[config.mk]
export PLATFORM = sky130hd
export DESIGN_NAME = wb_arbiter_2m4s
export DESIGN_NICKNAME = d
export VERILOG_FILES = /design/src/rtl/wb_arbiter_2m4s.sv
export SDC_FILE = /design/constraint.sdc
export NUM_CORES = 1
export LEC_CHECK = 0
export CORE_AREA = 2 2 240 242
export CTS_CLUSTER_SIZE = 30
export DETAILED_ROUTE_END_ITERATION = 8
export DIE_AREA = 0 0 242 244
export PLACE_DENSITY = 0.43
export SYNTH_ARGS = -nofsm -noshare
export SYNTH_HDL_FRONTEND = slang
export SYNTH_SLANG_ARGS = --single-unit
[constraint.sdc]
create_clock -name clk -period 2.8 [get_ports clk]
set_clock_uncertainty 0.2 [all_clocks]
set_input_delay 0.28 -clock clk [delete_from_list [all_inputs] [get_ports clk]]
set_output_delay 0.28 -clock clk [all_outputs]
set_load 0.02 [all_outputs]
[src/rtl/wb_arbiter_2m4s.sv]
// ============================================================================
// Module   : wb_arbiter_2m4s
// Purpose  : Wishbone B3 classic 2-master / 4-slave shared-bus arbiter and
//            decoder with round-robin grant, unmapped-access termination and
//            a stall watchdog.
// Revision : 1.0
// ============================================================================
`default_nettype none

module wb_arbiter_2m4s #(
    parameter int unsigned TIMEOUT      = 255,
    parameter logic [3:0]  S0_BASE      = 4'h0,
    parameter logic [3:0]  S1_BASE      = 4'h1,
    parameter logic [3:0]  S2_BASE      = 4'h2,
    parameter logic [3:0]  S3_BASE      = 4'h3,
    parameter logic [31:0] DEFAULT_DATA = 32'h0000_0000
) (
    input  logic        clk,
    input  logic        rst_n,

    input  logic [31:0] m0_addr_i,
    input  logic [31:0] m0_data_i,
    input  logic [3:0]  m0_sel_i,
    input  logic        m0_we_i,
    input  logic        m0_cyc_i,
    input  logic        m0_stb_i,
    output logic [31:0] m0_data_o,
    output logic        m0_ack_o,

    input  logic [31:0] m1_addr_i,
    input  logic [31:0] m1_data_i,
    input  logic [3:0]  m1_sel_i,
    input  logic        m1_we_i,
    input  logic        m1_cyc_i,
    input  logic        m1_stb_i,
    output logic [31:0] m1_data_o,
    output logic        m1_ack_o,

    output logic [31:0] s0_addr_o,
    output logic [31:0] s0_data_o,
    output logic [3:0]  s0_sel_o,
    output logic        s0_we_o,
    output logic        s0_cyc_o,
    output logic        s0_stb_o,
    input  logic [31:0] s0_data_i,
    input  logic        s0_ack_i,

    output logic [31:0] s1_addr_o,
    output logic [31:0] s1_data_o,
    output logic [3:0]  s1_sel_o,
    output logic        s1_we_o,
    output logic        s1_cyc_o,
    output logic        s1_stb_o,
    input  logic [31:0] s1_data_i,
    input  logic        s1_ack_i,

    output logic [31:0] s2_addr_o,
    output logic [31:0] s2_data_o,
    output logic [3:0]  s2_sel_o,
    output logic        s2_we_o,
    output logic        s2_cyc_o,
    output logic        s2_stb_o,
    input  logic [31:0] s2_data_i,
    input  logic        s2_ack_i,

    output logic [31:0] s3_addr_o,
    output logic [31:0] s3_data_o,
    output logic [3:0]  s3_sel_o,
    output logic        s3_we_o,
    output logic        s3_cyc_o,
    output logic        s3_stb_o,
    input  logic [31:0] s3_data_i,
    input  logic        s3_ack_i
);

    typedef enum logic [1:0] {
        IDLE = 2'd0,
        M0   = 2'd1,
        M1   = 2'd2
    } owner_t;

    localparam logic [7:0] C_TO_LAST = 8'(TIMEOUT - 1);

    owner_t      owner_q, owner_d;
    logic        last_owner_q, last_owner_d;   // 1 = m1 owned last
    logic [7:0]  count_q, count_d;
    logic        timeout_q, timeout_d;
    logic        unmap_ack_q, unmap_ack_d;

    logic [31:0] w_addr, w_wdata, w_rdata, w_sdata;
    logic [3:0]  w_sel, w_hit, w_s_cyc, w_s_stb;
    logic        w_we, w_cyc, w_stb, w_req, w_mapped, w_ack;
    logic        w_m0_req, w_m1_req;

    // Owner's request mux
    always_comb begin
        w_addr  = 32'd0;
        w_wdata = 32'd0;
        w_sel   = 4'd0;
        w_we    = 1'b0;
        w_cyc   = 1'b0;
        w_stb   = 1'b0;
        case (owner_q)
            M0: begin
                w_addr = m0_addr_i; w_wdata = m0_data_i; w_sel = m0_sel_i;
                w_we   = m0_we_i;   w_cyc   = m0_cyc_i;  w_stb = m0_stb_i;
            end
            M1: begin
                w_addr = m1_addr_i; w_wdata = m1_data_i; w_sel = m1_sel_i;
                w_we   = m1_we_i;   w_cyc   = m1_cyc_i;  w_stb = m1_stb_i;
            end
            default: ;
        endcase
    end

    // Priority decode: a base collision resolves to the lowest slave index
    always_comb begin
        w_hit = 4'b0000;
        if      (w_addr[31:28] == S0_BASE) w_hit = 4'b0001;
        else if (w_addr[31:28] == S1_BASE) w_hit = 4'b0010;
        else if (w_addr[31:28] == S2_BASE) w_hit = 4'b0100;
        else if (w_addr[31:28] == S3_BASE) w_hit = 4'b1000;
    end

    assign w_mapped = |w_hit;
    assign w_req    = w_cyc & w_stb;
    assign w_s_cyc  = {4{w_cyc}} & w_hit;
    assign w_s_stb  = {4{w_stb & ~timeout_q}} & w_hit;

    always_comb begin
        w_sdata = 32'd0;
        case (w_hit)
            4'b0001: w_sdata = s0_data_i;
            4'b0010: w_sdata = s1_data_i;
            4'b0100: w_sdata = s2_data_i;
            4'b1000: w_sdata = s3_data_i;
            default: w_sdata = 32'd0;
        endcase
    end

    // Slave acks only count while that slave is actually strobed
    assign w_ack = (|({s3_ack_i, s2_ack_i, s1_ack_i, s0_ack_i} & w_s_stb))
                 | (w_req & (timeout_q | (~w_mapped & unmap_ack_q)));
    assign w_rdata = (timeout_q | ~w_mapped) ? DEFAULT_DATA : w_sdata;

    always_comb begin
        owner_d      = owner_q;
        last_owner_d = last_owner_q;
        w_m0_req     = m0_cyc_i & m0_stb_i;
        w_m1_req     = m1_cyc_i & m1_stb_i;
        case (owner_q)
            IDLE: begin
                if (w_m0_req && w_m1_req) owner_d = last_owner_q ? M0 : M1;
                else if (w_m0_req)        owner_d = M0;
                else if (w_m1_req)        owner_d = M1;
            end
            M0: if (!m0_cyc_i) begin
                owner_d      = IDLE;
                last_owner_d = 1'b0;
            end
            M1: if (!m1_cyc_i) begin
                owner_d      = IDLE;
                last_owner_d = 1'b1;
            end
            default: owner_d = IDLE;
        endcase
    end

    always_comb begin
        count_d     = 8'd0;
        timeout_d   = 1'b0;
        unmap_ack_d = w_req & ~w_mapped & ~unmap_ack_q;
        if (w_req && !w_ack && !timeout_q) begin
            if (count_q == C_TO_LAST) timeout_d = 1'b1;
            else                      count_d   = count_q + 8'd1;
        end
    end

    always_ff @(posedge clk) begin
        if (rst_n) begin
            owner_q      <= IDLE;
            last_owner_q <= 1'b1;
            count_q      <= 8'd0;
            timeout_q    <= 1'b0;
            unmap_ack_q  <= 1'b0;
        end else begin
            owner_q      <= owner_d;
            last_owner_q <= last_owner_d;
            count_q      <= count_d;
            timeout_q    <= timeout_d;
            unmap_ack_q  <= unmap_ack_d;
        end
    end

    assign m0_ack_o  = (owner_q == M0) & w_ack;
    assign m1_ack_o  = (owner_q == M1) & w_ack;
    assign m0_data_o = (owner_q == M0) ? w_rdata : 32'd0;
    assign m1_data_o = (owner_q == M1) ? w_rdata : 32'd0;

    assign s0_addr_o = w_addr;  assign s1_addr_o = w_addr;
    assign s2_addr_o = w_addr;  assign s3_addr_o = w_addr;
    assign s0_data_o = w_wdata; assign s1_data_o = w_wdata;
    assign s2_data_o = w_wdata; assign s3_data_o = w_wdata;
    assign s0_sel_o  = w_sel;   assign s1_sel_o  = w_sel;
    assign s2_sel_o  = w_sel;   assign s3_sel_o  = w_sel;
    assign s0_we_o   = w_we;    assign s1_we_o   = w_we;
    assign s2_we_o   = w_we;    assign s3_we_o   = w_we;

    assign {s3_cyc_o, s2_cyc_o, s1_cyc_o, s0_cyc_o} = w_s_cyc;
    assign {s3_stb_o, s2_stb_o, s1_stb_o, s0_stb_o} = w_s_stb;

endmodule

`default_nettype wire

# --- Word-level counts from Yosys, hierarchy flattened ---
# Cells that the tools add are included.
totals:
  regBits: 13
  word_cells: 78
  out_inout_bits: 350
  input_bits: 276
op_classes:
  reduce_logical: 14
  n_eq_ne: 13
  add_sub_neg: 1
  muxes: 25
  bitwise_logic: 20
ops:
  columns: ["cell", "count"]
  rows:
  - ["32-bit one-hot mux with 2 select lines", 2]
  - ["32-bit one-hot mux with 4 select lines", 1]
  - ["32-bit two-way mux", 3]
  - ["4-bit two-way mux", 4]
  - ["4-bit bitwise AND", 3]
  - ["4-bit by 2-bit equality test with 1-bit output (second input constant)", 3]
  - ["2-bit two-way mux", 6]
  - ["1-bit bitwise AND", 10]
  - ["8-bit by 1-bit adder with 8-bit output (second input constant)", 1]
  - ["4-bit by 1-bit equality test with 1-bit output (second input constant)", 2]
  - ["8-bit equality test (second input constant)", 1]
  - ["1-bit one-hot mux with 2 select lines", 4]
  - ["4-bit one-hot mux with 2 select lines", 1]
  - ["4-bit OR reduction", 2]
  - ["2-bit one-hot mux with 3 select lines", 1]
  - ["3-bit AND reduction", 2]
  - ["4-bit by 3-bit equality test with 1-bit output (second input constant)", 1]
  - ["4-bit equality test (second input constant)", 1]
  - ["4-bit zero test", 1]
  - ["2-bit inequality test (second input constant)", 2]
  - ["4-bit inequality test (second input constant)", 1]
  - ["1-bit inverter", 4]
  - ["1-bit logical AND", 3]
  - ["1-bit two-way mux", 3]
  - ["8 further kinds", 11]

# --- Longest topological paths before layout ---
# Gate-level depths: netlist (run 1).
depth:
  depth_word: 18
  depth_mapped: 9
  depth_no_buf: 7

# --- Least setup slack after synthesis (run 1) ---
# Ideal clock, no wire load.
synth_path:
  path_kind: "register to output"
  startpoint: "reg owner_q[0]"
  endpoint: "out m0_ack_o"
  t_required_ns: 2.320
  setup_slack_ns: 0.161
  stages_incl_launch_ff: 9
  t_arrival_ns: 2.159
  path_buffers: 1
  cell_sequence: "dfxtp_1 inv_1 ha_1 buf_2 inv_2 nor2_1 nand2_1 o211a_1 a21boi_1"
synth_via:
  elab_chain_len: 14
  elab_cells_between_ends: 25
  cone_classes: "eq/ne (5); mux (7); bitwise (10); reduce/logical (3)"
synth_rtl:
  columns: ["element", "line_no", "text"]
  rows:
  - ["start: declaration", "84", "owner_t owner_q, owner_d;"]
  - ["start signal: assignment", "187", "owner_q <= owner_d;"]
  - ["2-bit equality test or 2-bit by 1-bit equality test with 1-bit output (tied branches)", "103", "case (owner_q)"]
  - ["32-bit one-hot mux with 2 select lines (*)", "103", null]
  - ["named net s0_addr_o[29]", "39", "output logic [31:0] s0_addr_o,"]
  - ["4-bit by 2-bit equality test with 1-bit output", "122", "else if (w_addr[31:28] == S3_BASE) w_hit = 4'b1000;"]
  - ["4-bit two-way mux", "122", null]
  - ["4-bit two-way mux", "121", "else if (w_addr[31:28] == S2_BASE) w_hit = 4'b0100;"]
  - ["4-bit two-way mux", "120", "else if (w_addr[31:28] == S1_BASE) w_hit = 4'b0010;"]
  - ["4-bit two-way mux (*)", "119", "if (w_addr[31:28] == S0_BASE) w_hit = 4'b0001;"]
  - ["4-bit OR reduction", "125", "assign w_mapped = |w_hit;"]
  - ["1-bit inverter", "143", "| (w_req & (timeout_q | (~w_mapped & unmap_ack_q)));"]
  - ["1-bit bitwise AND", "143", null]
  - ["1-bit OR", "143", null]
  - ["1-bit bitwise AND", "143", null]
  - ["1-bit OR (*)", "143", null]
  - ["1-bit bitwise AND (*)", "195", "assign m0_ack_o = (owner_q == M0) & w_ack;"]
  - ["end: declaration", "28", "output logic m0_ack_o,"]
# Mark *: on every way through the listed nets, which the timed path passes. The rest lies on a longest branch.

# --- Final worst setup path (run 1) ---
layout_path:
  startpoint: "reg owner_q[1]"
  endpoint: "out m1_data_o[31]"
layout_via:
  elab_chain_len: 12
  elab_cells_between_ends: 21
  cone_classes: "eq/ne (9); mux (8); bitwise (2); reduce/logical (2)"
layout_rtl:
  columns: ["element", "line_no", "text"]
  rows:
  - ["branches (longest 11 deep; another with 32-bit one-hot mux with 2 select lines)", null, null]
  - ["32-bit two-way mux (*)", "198", "assign m1_data_o = (owner_q == M1) ? w_rdata : 32'd0;"]
  - ["end: declaration", "36", "output logic [31:0] m1_data_o,"]
# Every way passes the cells marked *.

==> results_dict.tcl, run 1 <==
set metrics [dict create \
    grt_usage 0.115 \
    yosys-top-cells-area "buf_4 (35%), nor2_1 (12%), a22oi_1 (11%)" \
    worst_slew_pin_slew_ps 499 \
    ys_types 44 \
    cts_tree "built" \
    stdcell_count 1998 \
    clockBufferDepth 2 \
    finalHoldViolCount 0 \
    antenna_found_initial 7 \
    yosys.area_share.simple 0.225 \
    cts-htree-levels 1 \
    crit_type "reg2out" \
    yosysTopAreaCell "buf_4" \
    combPwrFrac 0.860 \
    synthArstFlopShare 0 \
    avgSynthCellArea_um2 6.61 \
    hold_ws_ps 209 \
    via_per_inst 3.44 \
    wire_per_inst_um 18.2 \
    power.total_mw 3.31 \
    maxCapViolations 0 \
    cts_made_buffers 3 \
    finalSetupViolations 7 \
    p_leak_nw 5.98 \
    postRouteAntennaNets 0 \
    synth_top_area_frac 0.348 \
    final_nets 1522 \
    synth_fp_nets 970 \
    dp_hpwl_mm 30.7 \
    yosysWarnings 0 \
    grt_pass1_wl_mm 50.5 \
    grt.met2_usage 0.222 \
    synth.mux.area_fraction 0.00440 \
    critPathMaxFanout 8 \
    areaGrowthSynthToFinish_pct 163 \
    met1_usage 0.124 \
    grt_busiest_layer "met2" \
    synth_fa_ha_area_frac 0.0137 \
    drc 0 \
    power_density_nw_per_um2 276 \
    netlist_instances 689 \
    pin_count 626 \
    max_slew_margin 0.667 \
    place_ws_ps -340 \
    grt_pass1_vias 7265 \
    p_sw_frac 0.469 \
    synth_xor_area_frac 0.0115 \
    seqPwrFrac 0.059 \
    peakVddDrop_v 0.000153 \
    switchingPower_mw 1.55 \
    required_ps 2320 \
    chipHeight_um 244 \
    clock-sinks 13 \
    synth_edf_count 0 \
    start_util 0.0811 \
    clk_pin_slew_ps 40 \
    totalWireLength_mm 36.3 \
    grt_overflow_total 0 \
    first_pass_iters 4 \
    critPathArrivalTime_ps 2390 \
    final_cell_mix "clkdlybuf4s50_1 (283), dlygate4sd2_1 (208), buf_4 (176)" \
    worst_slack_ps -71.7 \
    fin_crit_sh 1.03 \
    place_inst 1964 \
    die_w_um 242 \
    critPathLaunchType "register" \
    yosysSeqAreaShare 0.0572 \
    violations "setup timing" \
    num_rows 87 \
    ys_ff_latch 13 \
    rsz0062_at_grt "yes" \
    clockPowerShare 0.081 \
    nFillCells 6368 \
    status "finished with violations" \
    dieArea_um2 59000 \
    final_common_cell "clkdlybuf4s50_1" \
    io_buffers 625 \
    synth_top_flop_cell "dfxtp_1" \
    min_period_ps 2870 \
    worstSetupEndpointType "output port" \
    drv_slew 0 \
    drtIter0Drc 146 \
    dr_total_vias 6879 \
    gp_congestion 0.875 \
    internal-power_mw 1.76 \
    grt_max_degree 38 \
    drive_above_1_share 0.314 \
    syn_area_um2 4550 \
    fmax_mhz 348 \
    grt_use_met3 0.0311 \
    clk_latency_ps 240 \
    core_area_um2 56200 \
    synth_top_family_by_area "buffers and inverters" \
    clock-root-buffer "clkbuf_16" \
    synth_compound_area_frac 0.287 \
    hold_class "reg2reg" \
]
-- power groups by stage --
stage / sequential [mW] / clock [mW] / combinational (mW)
floorplan: 0.197 / 0 / 1.34
global placement: 0.197 / 0 / 2.71
detailed placement: 0.197 / 0 / 2.71
CTS: 0.195 / 0.278 / 2.81
global route: 0.196 / 0.283 / 3.03
finish: 0.195 / 0.267 / 2.85
-- kinds of logic (layout without fill, tap and decap cells) --
logic type / count (synthesis) / after routing
AO/OA/AOI/OAI: 152 / 152
XOR/XNOR: 6 / 6
adder cells (fa/ha/maj): 5 / 5
buffers and inverters: 260 / 811
flip-flops: 13 / 13
multiplexers: 2 / 2
other: 0 / 2
AND/OR/NAND/NOR: 251 / 251
-- layer usage --
layer  wire (um)  part of all wire  vias to the layer above
met5          36           0.00099                        -
met4         747             0.021                        6
met3        2850             0.079                       34
met2       19100              0.53                      404
met1       13600              0.37                     3167
li1            -                 -                     3268
-- registers in the layout (all words and copies together) (netlist names) --
signal,cells
last_owner_q,1
unmap_ack_q,1
owner_q,2
timeout_q,1
count_q,8
-- metrics by stage --
stage                     instance area (um2)  utilization  TNS, ps
after floorplan                          4550            -        0
after global placement                  11400        0.203   -19770
after detailed placement                11400        0.203   -17380
after CTS                               11700        0.209    -1300
after global routing                    12000        0.213    -1580
final                                   12000        0.213     -222
-- path summary, 6_finish.rpt --
check	startpoint	end	slack, ps	cells after the start
worst min register to register	unmap_ack_q$_SDFF_PP0_	unmap_ack_q$_SDFF_PP0_	210	1
worst max register to register	owner_q[1]$_SDFFE_PP0P_	count_q[5]$_SDFF_PP0_	380	11
worst max-delay path	owner_q[1]$_SDFFE_PP0P_	m1_data_o[31]	-70	10
worst min-delay path	unmap_ack_q$_SDFF_PP0_	unmap_ack_q$_SDFF_PP0_	210	1
-- layout make-up --
type | count | area [um2] | area share
Timing Repair Buffer | 801 | 7620 | 0.637
Multi-Input combinational cell | 416 | 3030 | 0.253
Tap cell | 756 | 946 | 0.0791
Sequential cell | 13 | 262 | 0.0219
Clock buffer | 3 | 75.1 | 0.00628
Inverter | 6 | 22.5 | 0.00188
Clock inverter | 1 | 5.00 | 0.000418
Antenna cell | 2 | 5.00 | 0.000418
-- cell usage after synthesis, drive strengths merged, types with 2 or more instances --
| library cell | instances |
|---|---|
| a21boi | 3 |
| a21oi | 34 |
| a221oi | 32 |
| a22o | 4 |
| a22oi | 70 |
| and2 | 3 |
| and3 | 3 |
| and4 | 3 |
| buf | 228 |
| clkbuf | 26 |
| dfxtp | 13 |
| ha | 5 |
| inv | 6 |
| mux2i | 2 |
| nand2 | 75 |
| nand3 | 7 |
| nand4 | 3 |
| nor2 | 150 |
| nor3 | 4 |
| o21ai | 2 |
| o21bai | 2 |
| xnor2 | 3 |
| xor2 | 3 |
-- worst max-delay path, cell delays in order, from the launching register on --
cell	delay, ps
dfxtp_2	350
buf_6	100
ha_4	200
a22oi_2	120
buf_4	150
a41o_4	310
buf_4	170
a221oi_4	370
buf_4	180
nor2_1	40
buf_4	150
-- repair_timing --
item | CTS | global route
pin swaps | 16 | 26
gates resized for setup | 470 | 144
setup buffers | 22 | 6
gates cloned | 3 | 0
hold buffers | 0 | 0
setup endpoints to repair | 321 | 97
Power figures use the tool's default switching activity.
==> run 2, diff against run 1 <==
==> config.mk (replaced) <==
export PLATFORM = sky130hd
export DESIGN_NAME = wb_arbiter_2m4s
export DESIGN_NICKNAME = d
export VERILOG_FILES = /design/src/rtl/wb_arbiter_2m4s.sv
export SDC_FILE = /design/constraint.sdc
export NUM_CORES = 1
export LEC_CHECK = 0
export ABC_AREA = 1
export CORE_AREA = 2 2 247 249
export CTS_CLUSTER_SIZE = 30
export DETAILED_ROUTE_END_ITERATION = 8
export DIE_AREA = 0 0 249 251
export PLACE_DENSITY = 0.42
export SYNTH_ARGS = -nofsm -noshare
export SYNTH_HDL_FRONTEND = slang
export SYNTH_SLANG_ARGS = --single-unit
==> run 2 against run 1 <==
  * The run still ends with setup timing left
  * Combinational power grew to 3.6 times the previous value
  * Critical path depth grew 5
  * Clock-buffer cell count up 1
  * Critical path type unchanged
  * Highest routed layer unchanged
==> results_dict.tcl, run 2 <==
set metrics [dict create \
    grt_max_degree 47 \
    maxCapViolations 0 \
    die_w_um 249 \
    worst_slack_ps -26.4 \
    grt_pass1_vias 7397 \
    synth_top_area_frac 0.334 \
    syn_area_um2 4720 \
    violations "setup timing" \
    postRouteAntennaNets 0 \
    power_density_nw_per_um2 897 \
    ys_ff_latch 13 \
    drtIter0Drc 259 \
    top_register "count_q" \
    grt_overflow_total 0 \
    hold_buffers 0 \
    netlist_instances 845 \
    first_pass_iters 4 \
    via_per_inst 3.42 \
    critPathMaxFanout 5 \
    hold_class "reg2reg" \
    grt_pass1_wl_mm 47.4 \
    clk_pin_slew_ps 40 \
    max_slew_margin 0.762 \
    cp_common_cell "buf_6" \
    pin_count 626 \
    areaGrowthSynthToFinish_pct 152 \
    drive_above_1_share 0.266 \
    peakVddDrop_v 0.000358 \
    cts_tree "built" \
    num_rows 90 \
    rsz0062_at_grt "yes" \
    worst_slew_pin_slew_ps 357 \
    clk_latency_ps 240 \
    critPathArrivalTime_ps 2350 \
    critPathLaunchType "register" \
    clock-sinks 13 \
    finalSetupViolations 2 \
    chipHeight_um 251 \
    fin_crit_sh 1.01 \
    clock-root-buffer "clkbuf_16" \
    worstSetupEndpointType "output port" \
    ys_types 34 \
    grt_usage 0.0999 \
    yosysMostFrequentCell "nand2_1" \
    hold_ws_ps 228 \
    totalWireLength_mm 35.3 \
    synth_fp_nets 1126 \
    core_area_um2 59800 \
    dr_total_vias 7367 \
    drc 0 \
    gp_congestion 0.835 \
    yosysTopAreaCell "buf_4" \
    synthArstFlopShare 0 \
    final_cell_mix "clkdlybuf4s50_1 (290), nand2_1 (249), buf_4 (164), dlygate4sd2_1 (164), nor2_1 (64)" \
    synthTopCellsByCount "nand2_1 (283), buf_4 (210), nor2_1 (79)" \
    max_stage_delay_ps 350 \
    drv_slew 0 \
    wire_per_inst_um 16.4 \
    final_common_cell "clkdlybuf4s50_1" \
    synth_edf_count 0 \
    largest_register_ffs 8 \
    path_cells "inv_4, ha_4, buf_12, nand2_8, nand2_8, buf_6, nor2_4, buf_12, buf_16, nand2_2, nand4_1, nand2_1, buf_6, nor2_4, buf_6" \
    cts_made_buffers 3 \
    p_leak_nw 5.90 \
    yosys-top-cells-area "buf_4 (33%), nand2_1 (23%), a21oi_1 (7.1%)" \
    io_buffers 625 \
    clockBufferDepth 2 \
    finalHoldViolCount 0 \
    min_period_ps 2830 \
    nFillCells 6751 \
    fmax_mhz 354 \
    place_ws_ps -355 \
    start_util 0.0789 \
    reg_top3 "count_q x8, owner_q x2" \
    avgSynthCellArea_um2 5.59 \
    required_ps 2320 \
    dp_hpwl_mm 28.5 \
    cts-htree-levels 1 \
    status "finished with violations" \
    final_nets 1650 \
    crit_type "reg2out" \
    yosysSeqAreaShare 0.0551 \
    slowest_stage "dfxtp_2" \
    yosysWarnings 0 \
    dieArea_um2 62500 \
    antenna_found_initial 10 \
    synth_top_flop_cell "dfxtp_1" \
]
## run 2: cell types whose count changed after synthesis, sizes merged, moves of 32 or more
cell / delta
nor2: -57
nand4: +33
a221oi: -32
nand3: +34
nand2: +222
a21oi: +34
a22oi: -70
## run 2: metal layers
metal / GRT usage / wire length, um
met5: 0 / 53
met4: 0.0308 / 1200
met3: 0.0261 / 2860
met2: 0.187 / 18100
met1: 0.109 / 13100
## run 2: cell type report
cell class | count | area, um2 | area share
clock buffer | 4 | 78.8 | 0.00662
timing repair buffer | 774 | 7550 | 0.634
inverter | 23 | 96.3 | 0.00809
antenna | 2 | 5.00 | 0.000420
multi-input combinational | 554 | 2940 | 0.247
sequential | 13 | 263 | 0.0221
tap | 782 | 978 | 0.0821
## run 2: stage by stage
| stage | utilization | TNS, ps | cell area (um2) | cells | total power [mW] |
|---|---|---|---|---|---|
| global placement | 0.190 | -14820 | 11400 | 2115 | 10.0 |
| floorplan | - | 0 | 4720 | 845 | 5.55 |
| global route | 0.199 | -4770 | 11900 | 2150 | 11.4 |
| detailed placement | 0.190 | -16190 | 11400 | 2115 | 9.95 |
| finish | 0.199 | -47.9 | 11900 | 2152 | 10.7 |
| CTS | 0.189 | -628 | 11300 | 2135 | 10.0 |
## run 2: final timing paths
kind | cells after the start | slack [ps] | end | startpoint
worst max register to register | 14 | 460 | count_q[1]$_SDFF_PP0_ | owner_q[1]$_SDFFE_PP0P_
worst min-delay path | 1 | 230 | unmap_ack_q$_SDFF_PP0_ | unmap_ack_q$_SDFF_PP0_
worst min register to register | 1 | 230 | unmap_ack_q$_SDFF_PP0_ | unmap_ack_q$_SDFF_PP0_
worst max-delay path | 15 | -30 | m0_data_o[3] | owner_q[1]$_SDFFE_PP0P_
## run 2: critical path, delay by kind of cell, from the launching register on
family        cells  cell delay, ps
fa+ha+maj         1             260
buf+inv           7             890
flops             1             350
simple gates      7             600
## run 2: cells by family after synthesis
| group | after synthesis | synth area share |
|---|---|---|
| xor gates and xnor gates | 6 | 0.0111 |
| AOI/OAI and AO/OA | 73 | 0.0798 |
| buffers and inverters | 278 | 0.400 |
| adders and majority gates | 5 | 0.0133 |
| and+or+nand+nor | 470 | 0.440 |
| DFF | 13 | 0.0551 |
## run 2: power by group
part | switching (mW) | internal (mW) | leakage (nW) | total [mW]
sequential | 0.0161 | 0.207 | 0.106 | 0.224
combinational | 5.81 | 4.38 | 5.76 | 10.2
clock | 0.0760 | 0.192 | 0.0382 | 0.268
total | 5.90 | 4.78 | 5.90 | 10.7
## run 2: timing repair
action | 4_1_cts | 5_1_grt
gates cloned | 5 | 7
pin swaps | 9 | 47
buffers inserted | 11 | 9
gates resized for setup | 562 | 232
setup endpoints to repair | 314 | 120
